===== src/rtl/player_motion_ctrl.sv =====
// Tick-paced player motion FSM (walk, ladder climb, jump arc) with a clamped, registered sprite position.
// Latency: each decision is visible one cycle after the tick strobe. There is no backpressure; inputs are sampled only on tick.
module player_motion_ctrl #(
    parameter int TICK_DIV = 500000,
    parameter int STEP     = 2,
    parameter int JUMP_H   = 8,
    parameter int X_MIN    = 0,
    parameter int X_MAX    = 624,
    parameter int Y_MIN    = 0,
    parameter int Y_MAX    = 464,
    parameter int X_INIT   = 16,
    parameter int Y_INIT   = 448
) (
    input  logic       clk,
    input  logic       rst_n,
    input  logic [3:0] move_state,
    input  logic       on_ground,
    input  logic       on_ladder,
    output logic [9:0] x_pos,
    output logic [8:0] y_pos,
    output logic       jumping,
    output logic       facing,
    output logic       tick
);

    localparam int CNT_W  = (TICK_DIV > 2) ? $clog2(TICK_DIV) : 1;
    localparam int JCNT_W = $clog2(JUMP_H + 1);

    localparam logic [CNT_W-1:0]  CNT_LAST  = CNT_W'(TICK_DIV - 1);
    localparam logic [JCNT_W-1:0] JCNT_LAST = JCNT_W'(JUMP_H - 1);

    localparam logic [2:0] S_IDLE  = 3'd0;
    localparam logic [2:0] S_WALK  = 3'd1;
    localparam logic [2:0] S_CLIMB = 3'd2;
    localparam logic [2:0] S_RISE  = 3'd3;
    localparam logic [2:0] S_FALL  = 3'd4;

    localparam logic [1:0] HDIR_NONE  = 2'd0;
    localparam logic [1:0] HDIR_LEFT  = 2'd1;
    localparam logic [1:0] HDIR_RIGHT = 2'd2;

    localparam logic [2:0] CMD_UP    = 3'b001;
    localparam logic [2:0] CMD_LEFT  = 3'b010;
    localparam logic [2:0] CMD_RIGHT = 3'b011;
    localparam logic [2:0] CMD_DOWN  = 3'b100;

    logic [CNT_W-1:0]  cnt_q, cnt_d;
    logic [2:0]        state_q, state_d;
    logic [9:0]        x_q, x_d;
    logic [8:0]        y_q, y_d;
    logic              facing_q, facing_d;
    logic [JCNT_W-1:0] jcnt_q, jcnt_d;
    logic [1:0]        hdir_q, hdir_d;

    // Saturating steps: one spare bit catches carry/borrow before the clamp.
    function automatic logic [9:0] x_inc(input logic [9:0] x);
        logic [10:0] s;
        s = {1'b0, x} + 11'(STEP);
        if (s > 11'(X_MAX)) return 10'(X_MAX);
        return s[9:0];
    endfunction

    function automatic logic [9:0] x_dec(input logic [9:0] x);
        logic [10:0] s;
        s = {1'b0, x} - 11'(STEP);
        if (s[10] || (s < 11'(X_MIN))) return 10'(X_MIN);
        return s[9:0];
    endfunction

    function automatic logic [8:0] y_inc(input logic [8:0] y);
        logic [9:0] s;
        s = {1'b0, y} + 10'(STEP);
        if (s > 10'(Y_MAX)) return 9'(Y_MAX);
        return s[8:0];
    endfunction

    function automatic logic [8:0] y_dec(input logic [8:0] y);
        logic [9:0] s;
        s = {1'b0, y} - 10'(STEP);
        if (s[9] || (s < 10'(Y_MIN))) return 9'(Y_MIN);
        return s[8:0];
    endfunction

    logic       jump_cmd;
    logic [2:0] dir_cmd;
    logic       cmd_up, cmd_down, cmd_left, cmd_right;
    logic [9:0] x_air;

    assign jump_cmd  = move_state[3];
    assign dir_cmd   = move_state[2:0];
    assign cmd_up    = (dir_cmd == CMD_UP);
    assign cmd_down  = (dir_cmd == CMD_DOWN);
    assign cmd_left  = (dir_cmd == CMD_LEFT);
    assign cmd_right = (dir_cmd == CMD_RIGHT);

    // Horizontal drift while airborne follows the direction latched at take-off.
    always_comb begin
        x_air = x_q;
        if (hdir_q == HDIR_LEFT) begin
            x_air = x_dec(x_q);
        end else if (hdir_q == HDIR_RIGHT) begin
            x_air = x_inc(x_q);
        end
    end

    always_comb begin
        cnt_d = (cnt_q == CNT_LAST) ? '0 : cnt_q + 1'b1;
    end

    always_comb begin
        state_d  = state_q;
        x_d      = x_q;
        y_d      = y_q;
        facing_d = facing_q;
        jcnt_d   = jcnt_q;
        hdir_d   = hdir_q;
        if (tick) begin
            case (state_q)
                S_IDLE, S_WALK: begin
                    if (jump_cmd && on_ground) begin
                        state_d = S_RISE;
                        jcnt_d  = '0;
                        if (cmd_left) begin
                            hdir_d = HDIR_LEFT;
                        end else if (cmd_right) begin
                            hdir_d = HDIR_RIGHT;
                        end else begin
                            hdir_d = HDIR_NONE;
                        end
                    end else if (!on_ground && !on_ladder) begin
                        state_d = S_FALL;
                        hdir_d  = HDIR_NONE;
                    end else if ((cmd_up || cmd_down) && on_ladder) begin
                        state_d = S_CLIMB;
                        y_d     = cmd_up ? y_dec(y_q) : y_inc(y_q);
                    end else if (cmd_left || cmd_right) begin
                        state_d  = S_WALK;
                        x_d      = cmd_left ? x_dec(x_q) : x_inc(x_q);
                        facing_d = cmd_right;
                    end else begin
                        state_d = S_IDLE;
                    end
                end
                S_CLIMB: begin
                    if (on_ladder && cmd_up) begin
                        y_d = y_dec(y_q);
                    end else if (on_ladder && cmd_down) begin
                        y_d = y_inc(y_q);
                    end else begin
                        state_d = S_IDLE;
                    end
                end
                S_RISE: begin
                    y_d    = y_dec(y_q);
                    x_d    = x_air;
                    jcnt_d = jcnt_q + 1'b1;
                    if (jcnt_q == JCNT_LAST) begin
                        state_d = S_FALL;
                    end
                end
                S_FALL: begin
                    if (on_ground) begin
                        state_d = S_IDLE;
                    end else begin
                        y_d = y_inc(y_q);
                        x_d = x_air;
                    end
                end
                default: begin
                    state_d = S_IDLE;
                end
            endcase
        end
    end

    always_ff @(posedge clk or negedge rst_n) begin
        if (!rst_n) begin
            cnt_q    <= '0;
            state_q  <= S_IDLE;
            x_q      <= 10'(X_INIT);
            y_q      <= 9'(Y_INIT);
            facing_q <= 1'b1;
            jcnt_q   <= '0;
            hdir_q   <= HDIR_NONE;
        end else begin
            cnt_q    <= cnt_d;
            state_q  <= state_d;
            x_q      <= x_d;
            y_q      <= y_d;
            facing_q <= facing_d;
            jcnt_q   <= jcnt_d;
            hdir_q   <= hdir_d;
        end
    end

    assign tick    = (cnt_q == CNT_LAST);
    assign x_pos   = x_q;
    assign y_pos   = y_q;
    assign facing  = facing_q;
    assign jumping = (state_q == S_RISE) || (state_q == S_FALL);

endmodule


===== config.mk =====
export PLATFORM = sky130hd
export DESIGN_NAME = player_motion_ctrl
export DESIGN_NICKNAME = d
export VERILOG_FILES = /design/src/rtl/player_motion_ctrl.sv
export SDC_FILE = /design/constraint.sdc
export NUM_CORES = 1
export LEC_CHECK = 0
export CAP_MARGIN = 20
export CORE_MARGIN = 2
export CORE_UTILIZATION = 35
export CTS_BUF_LIST = sky130_fd_sc_hd__clkbuf_4
export CTS_CLUSTER_DIAMETER = 100
export DETAILED_ROUTE_END_ITERATION = 10
export PLACE_DENSITY = 0.65
export SYNTH_ARGS = -nofsm -noshare
export SYNTH_HDL_FRONTEND = slang
export SYNTH_SLANG_ARGS = --single-unit

===== constraint.sdc =====
create_clock -name clk -period 3 [get_ports clk]
set_input_delay 0.45 -clock clk [delete_from_list [all_inputs] [get_ports clk]]
set_output_delay 0.45 -clock clk [all_outputs]
set_load 0.01 [all_outputs]

# Word-level counts from Yosys, hierarchy flattened
# Index checks and enable logic that the tools add are counted.
# W data, S select, Z words.
classes:
  n_addsub: 6
  magnitude_cmp: 4
  n_eq_ne: 24
  n_mux: 88
  n_bitwise: 3
  n_reduce_logical: 24
ops:
  columns: ["cell", "count"]
  rows:
  - ["$mux W10", 14]
  - ["$mux W9", 15]
  - ["$mux W1", 42]
  - ["$pmux W9 S4", 1]
  - ["$pmux W10 S3", 1]
  - ["$ne A2 B2 Y1 const B", 11]
  - ["$add A19 B1 Y19 const B", 1]
  - ["$eq A19 B19 Y1 const B", 1]
  - ["$mux W19", 1]
  - ["$mux W3", 6]
  - ["$reduce_and A7 Y1", 2]
  - ["$eq A3 B2 Y1 const B", 4]
  - ["$pmux W3 S4", 1]
  - ["$add A10 B2 Y11 const B", 1]
  - ["$gt A11 B10 Y1 const B", 1]
  - ["$lt A11 B1 Y1 const B", 1]
  - ["$sub A10 B2 Y11 const B", 1]
  - ["$add A9 B2 Y10 const B", 1]
  - ["$gt A10 B9 Y1 const B", 1]
  - ["$lt A10 B1 Y1 const B", 1]
  - ["$mux W2", 5]
  - ["$sub A9 B2 Y10 const B", 1]
  - ["$pmux W4 S2", 1]
  - ["$eq A3 B1 Y1 const B", 2]
  - ["19 further kinds", 33]
word_totals:
  register_bits: 48
  inputBits: 8
  out_inout_bits: 22
  wordCells: 156

# Longest topological paths before layout
logic_depth:
  word_depth: 17
  ltp_mapped: 8
  mapped_depth_nobuf: 8

# Worst setup path before layout
# Ideal clock, no wire load.
synth_timing:
  path_kind: "register -> register"
  start: "reg y_q[1], in the netlist y_pos[1]"
  end: "reg y_q[3], in the netlist y_pos[3]"
  setup_ns: 0.090
  t_arrival_ns: 2.300
  required_ns: 2.910
  slack_ns: 0.610
  stages_incl_launch_ff: 9
  path_buffers: 1
  period_less_slack_ns: 2.390
  cell_sequence: "dfrtp_1 > ha_1 > clkbuf_1 > or4b_2 > a21oi_1 > o32ai_1 > a31oi_1 > nand2_1 > o221ai_1"
synth_via:
  elab_chain_cells: 15
  elab_cells_between_ends: 43
  cone_classes: "add/sub: 2; order compare: 2; mux: 38; reduce/logical: 1"
synth_lines:
  columns: ["element", "line_no", "text"]
  rows:
  - ["from (decl)", "50", "logic [8:0] y_q, y_d;"]
  - ["from (signal assigned)", "181", "y_q <= 9'(Y_INIT);"]
  - ["from (signal assigned)", "189", "y_q <= y_d;"]
  - ["$sub A9 B2 Y10", "79", "s = {1'b0, y} - 10'(STEP);"]
  - ["$lt A10 B1 Y1", "80", "if (s[9] || (s < 10'(Y_MIN))) return 9'(Y_MIN);"]
  - ["$logic_or A1 B1 Y1", "80", null]
  - ["$mux W1", "80", null]
  - ["$mux W1", "133", "end else if ((cmd_up || cmd_down) && on_ladder) begin"]
  - ["$mux W1", "130", "end else if (!on_ground && !on_ladder) begin"]
  - ["$mux W1", "120", "if (jump_cmd && on_ground) begin"]
  - ["$mux W1", "118", "case (state_q)"]
  - ["$mux W1", "117", "if (tick) begin"]
  - ["$mux W9", "81", "return s[8:0];"]
  - ["$mux W9", "135", "y_d = cmd_up ? y_dec(y_q) : y_inc(y_q);"]
  - ["$mux W9", "133", null]
  - ["$mux W9", "130", null]
  - ["$mux W9", "120", null]
  - ["$pmux W9 S4 *", "118", null]
# Every way passes the cells marked *; elsewhere a longest branch is shown, timed or not. The select of a mux whose other input is x is not followed.
# A chain may end at the register's enable or synchronous reset.

# Final worst setup path
layout_timing:
  start: "reg cnt_q[11]"
  end: "out tick"
layout_via:
  elab_chain_cells: 1
layout_lines:
  columns: ["element", "line_no", "text"]
  rows:
  - ["from (decl)", "47", "logic [CNT_W-1:0] cnt_q, cnt_d;"]
  - ["from (signal assigned)", "186", "cnt_q <= cnt_d;"]
  - ["$eq A19 B19 Y1", "196", "assign tick = (cnt_q == CNT_LAST);"]
  - ["to (decl)", "23", "output logic tick"]
# No other way between the ends.

==> impl_metrics.tcl <==
set metrics [dict create \
    status "finished, final reports clean" \
    netlist_instances 393 \
    grt_pass1_vias 2839 \
    cts_hold_buf 0 \
    powerDensity_mw_per_mm2 292 \
    h-tree-depth 2 \
    grt_max_degree 28 \
    p_leak_nw 1.64 \
    std_cell_rows 35 \
    r2r_end "y_pos[1]" \
    tns_ns 0 \
    grt_util_all_layers 0.165 \
    syn-num-nets 407 \
    num_vias 3003 \
    critPathMaxStageDelay_ns 0.54 \
    drv_cap 0 \
    path_cells "or4_1, or4_4, nor2_4, clkdlybuf4s50_1" \
    crit_type "reg2out" \
    cp.required_ns 2.55 \
    fin_crit_ns 2.90 \
    synthDistinctLibCells 72 \
    place.gp.congestion 0.928 \
    yosys_warnings 0 \
    ys.flop_type "dfrtp_1" \
    die_area_mm2 0.0103 \
    syn_to_final_growth_pct 14.0 \
    async_reset_ff_frac 1.00 \
    dp_hpwl_um 5900 \
    ant_nets 0 \
    min_path_type "in2async" \
    yosysSeqAreaShare 0.365 \
    cts.clk_slew.worst_paths_ns 0.15 \
    ys_ff_latch 48 \
    grt_pass1_wl_um 13800 \
    max_slew_margin 0.518 \
    cts_tree "done" \
    core-area_mm2 0.00920 \
    clkLatencyLatePin_ns 0.37 \
    r2r-start "y_pos[2]" \
    ir_worst_vdd_uv 149 \
    drtPass1Iterations 4 \
    worst-path-max-fanout 3 \
    wl_um 8070 \
    diodes 0 \
    globalRouteOverflowTotal 0 \
    vias_per_cell 5.68 \
    port_buffers 29 \
    cts.repair.resized 0 \
    max_freq_mhz 345 \
    numCtsBuffers 5 \
    r2r_cells 8 \
    drive_above_1_share 0.100 \
    cp.arrival_ns 2.45 \
    period_share 0.966 \
    pin_count 30 \
    syn_area_per_cell_um2 8.42 \
    total_power_mw 1.10 \
    fin_nets 431 \
    startpoint_type "flip-flop" \
    root_buffer "clkbuf_4" \
    start_util 0.360 \
    wl_per_cell_um 15.3 \
    slowest_stage "clkdlybuf4s50_1" \
    grt_antenna_before_repair 0 \
    cts_sinks 48 \
    die_x_um 101 \
    syn_area_mm2 0.00331 \
    die_h_um 101 \
    cts_max_path_buffers 2 \
    endpoint_kind "output pin" \
    report.final.slew_viol_count 0 \
    skew_ns 0.0135 \
    hold_viol 0 \
    tightest_slew_ns 0.717 \
    drc 0 \
    synth_edf_count 0 \
    drt-initial-drc-count 144 \
    rsz0062_at_grt "false" \
    setup_violations 0 \
    regToRegSetupSlack_ns 0.33 \
]
## what timing repair did
item | CTS | global route
pin swaps | 1 | 0
setup endpoints to repair | 1 | 1
setup buffers | 1 | 1
## worst max-delay path: cells and delay by family (launching register included)
family,cells,cell delay (ns)
buf+inv,1,0.54
simple gates,3,1.11
flops,1,0.43
## Yosys cell counts, types with 5 or more instances
cell type	n	area share
inv_1	18	0.020
o31ai_1	6	0.014
a21oi_1	14	0.021
dfrtp_1	43	0.33
nand2b_1	6	0.011
xnor2_1	14	0.037
clkbuf_1	15	0.017
nor3_1	15	0.023
nand2_1	33	0.037
a22oi_1	5	0.011
dfstp_2	5	0.040
xor2_1	12	0.032
nor2_1	38	0.043
o21ai_0	29	0.044
nor4_1	6	0.011
nand3_1	21	0.032
and3_1	15	0.028
ha_1	6	0.023
a31oi_1	6	0.011
## report_power, final
group	switching [mW]	total, mW	internal, mW
registers	0	0.647	0.647
logic	0.0375	0.0583	0.0209
clock network	0.214	0.398	0.184
## placed cells by master, fill, tap and decap left out, drive strengths merged, types with 12 or more instances in the layout
cell type / netlist / routed
dfrtp: 43 / 43
nor2: 39 / 39
nand2: 33 / 33
o21ai: 31 / 31
clkdlybuf4s50: 0 / 28
nand3: 21 / 21
inv: 18 / 18
and3: 17 / 17
nor3: 15 / 15
xnor2: 14 / 14
a21oi: 14 / 14
xor2: 12 / 12
buf: 7 / 12
## metal layers
metal  vias up  share of wire  wire, um  track usage
li1       1478              -         -            -
met1      1440           0.46      3690        0.231
met2        81           0.48      3890        0.271
met4         0         0.0058        47       0.0343
met5         -              0         0            0
met3         4          0.055       444       0.0262
## cell families after synthesis
kind of cell	synth area share
simple gates	0.265
compound gates	0.212
flops	0.365
buf+inv	0.0578
xor+xnor	0.0688
fa+ha+maj	0.0227
mux	0.00983
## area by class of cell
class | instances | area [um^2]
Timing Repair Buffer | 40 | 368
Multi-Input combinational cell | 304 | 1910
Clock buffer | 6 | 45.0
Inverter | 18 | 67.6
Fill cell | 941 | 5420
Tap cell | 111 | 139
Sequential cell | 48 | 1210
Clock inverter | 2 | 35.0
## worst max-delay path by stage
| stage | from | end | slack [ns] |
|---|---|---|---|
| final | cnt_q[11] | tick | 0.10 |
| after CTS | cnt_q[11] | tick | 0.08 |
| after global placement | cnt_q[11] | tick | 0.39 |
| after global routing | cnt_q[11] | tick | 0.03 |
| after detailed placement | cnt_q[11] | tick | 0.33 |
| after floorplan | y_pos[1] | y_pos[3] | 0.61 |
## sequential cells by signal, summed over array words and instances, names as in the netlist
name / cells
y_pos: 9
facing: 1
state_q: 3
jcnt_q: 4
hdir_q: 2
x_pos: 10
cnt_q: 19
## through the flow
step	instance area (um^2)	hold WS, ns	std cells	util	setup slack (ns)
2_1_floorplan	3310	0.154	393	-	0.610
3_3_place_gp	3680	0.447	519	0.400	0.393
3_5_place_dp	3680	0.452	519	0.400	0.334
4_1_cts	3770	0.0402	528	0.410	0.0806
5_1_grt	3770	0.0427	529	0.410	0.0275
6_report	3770	0.0196	529	0.410	0.102
Power figures use the tool's default switching activity.
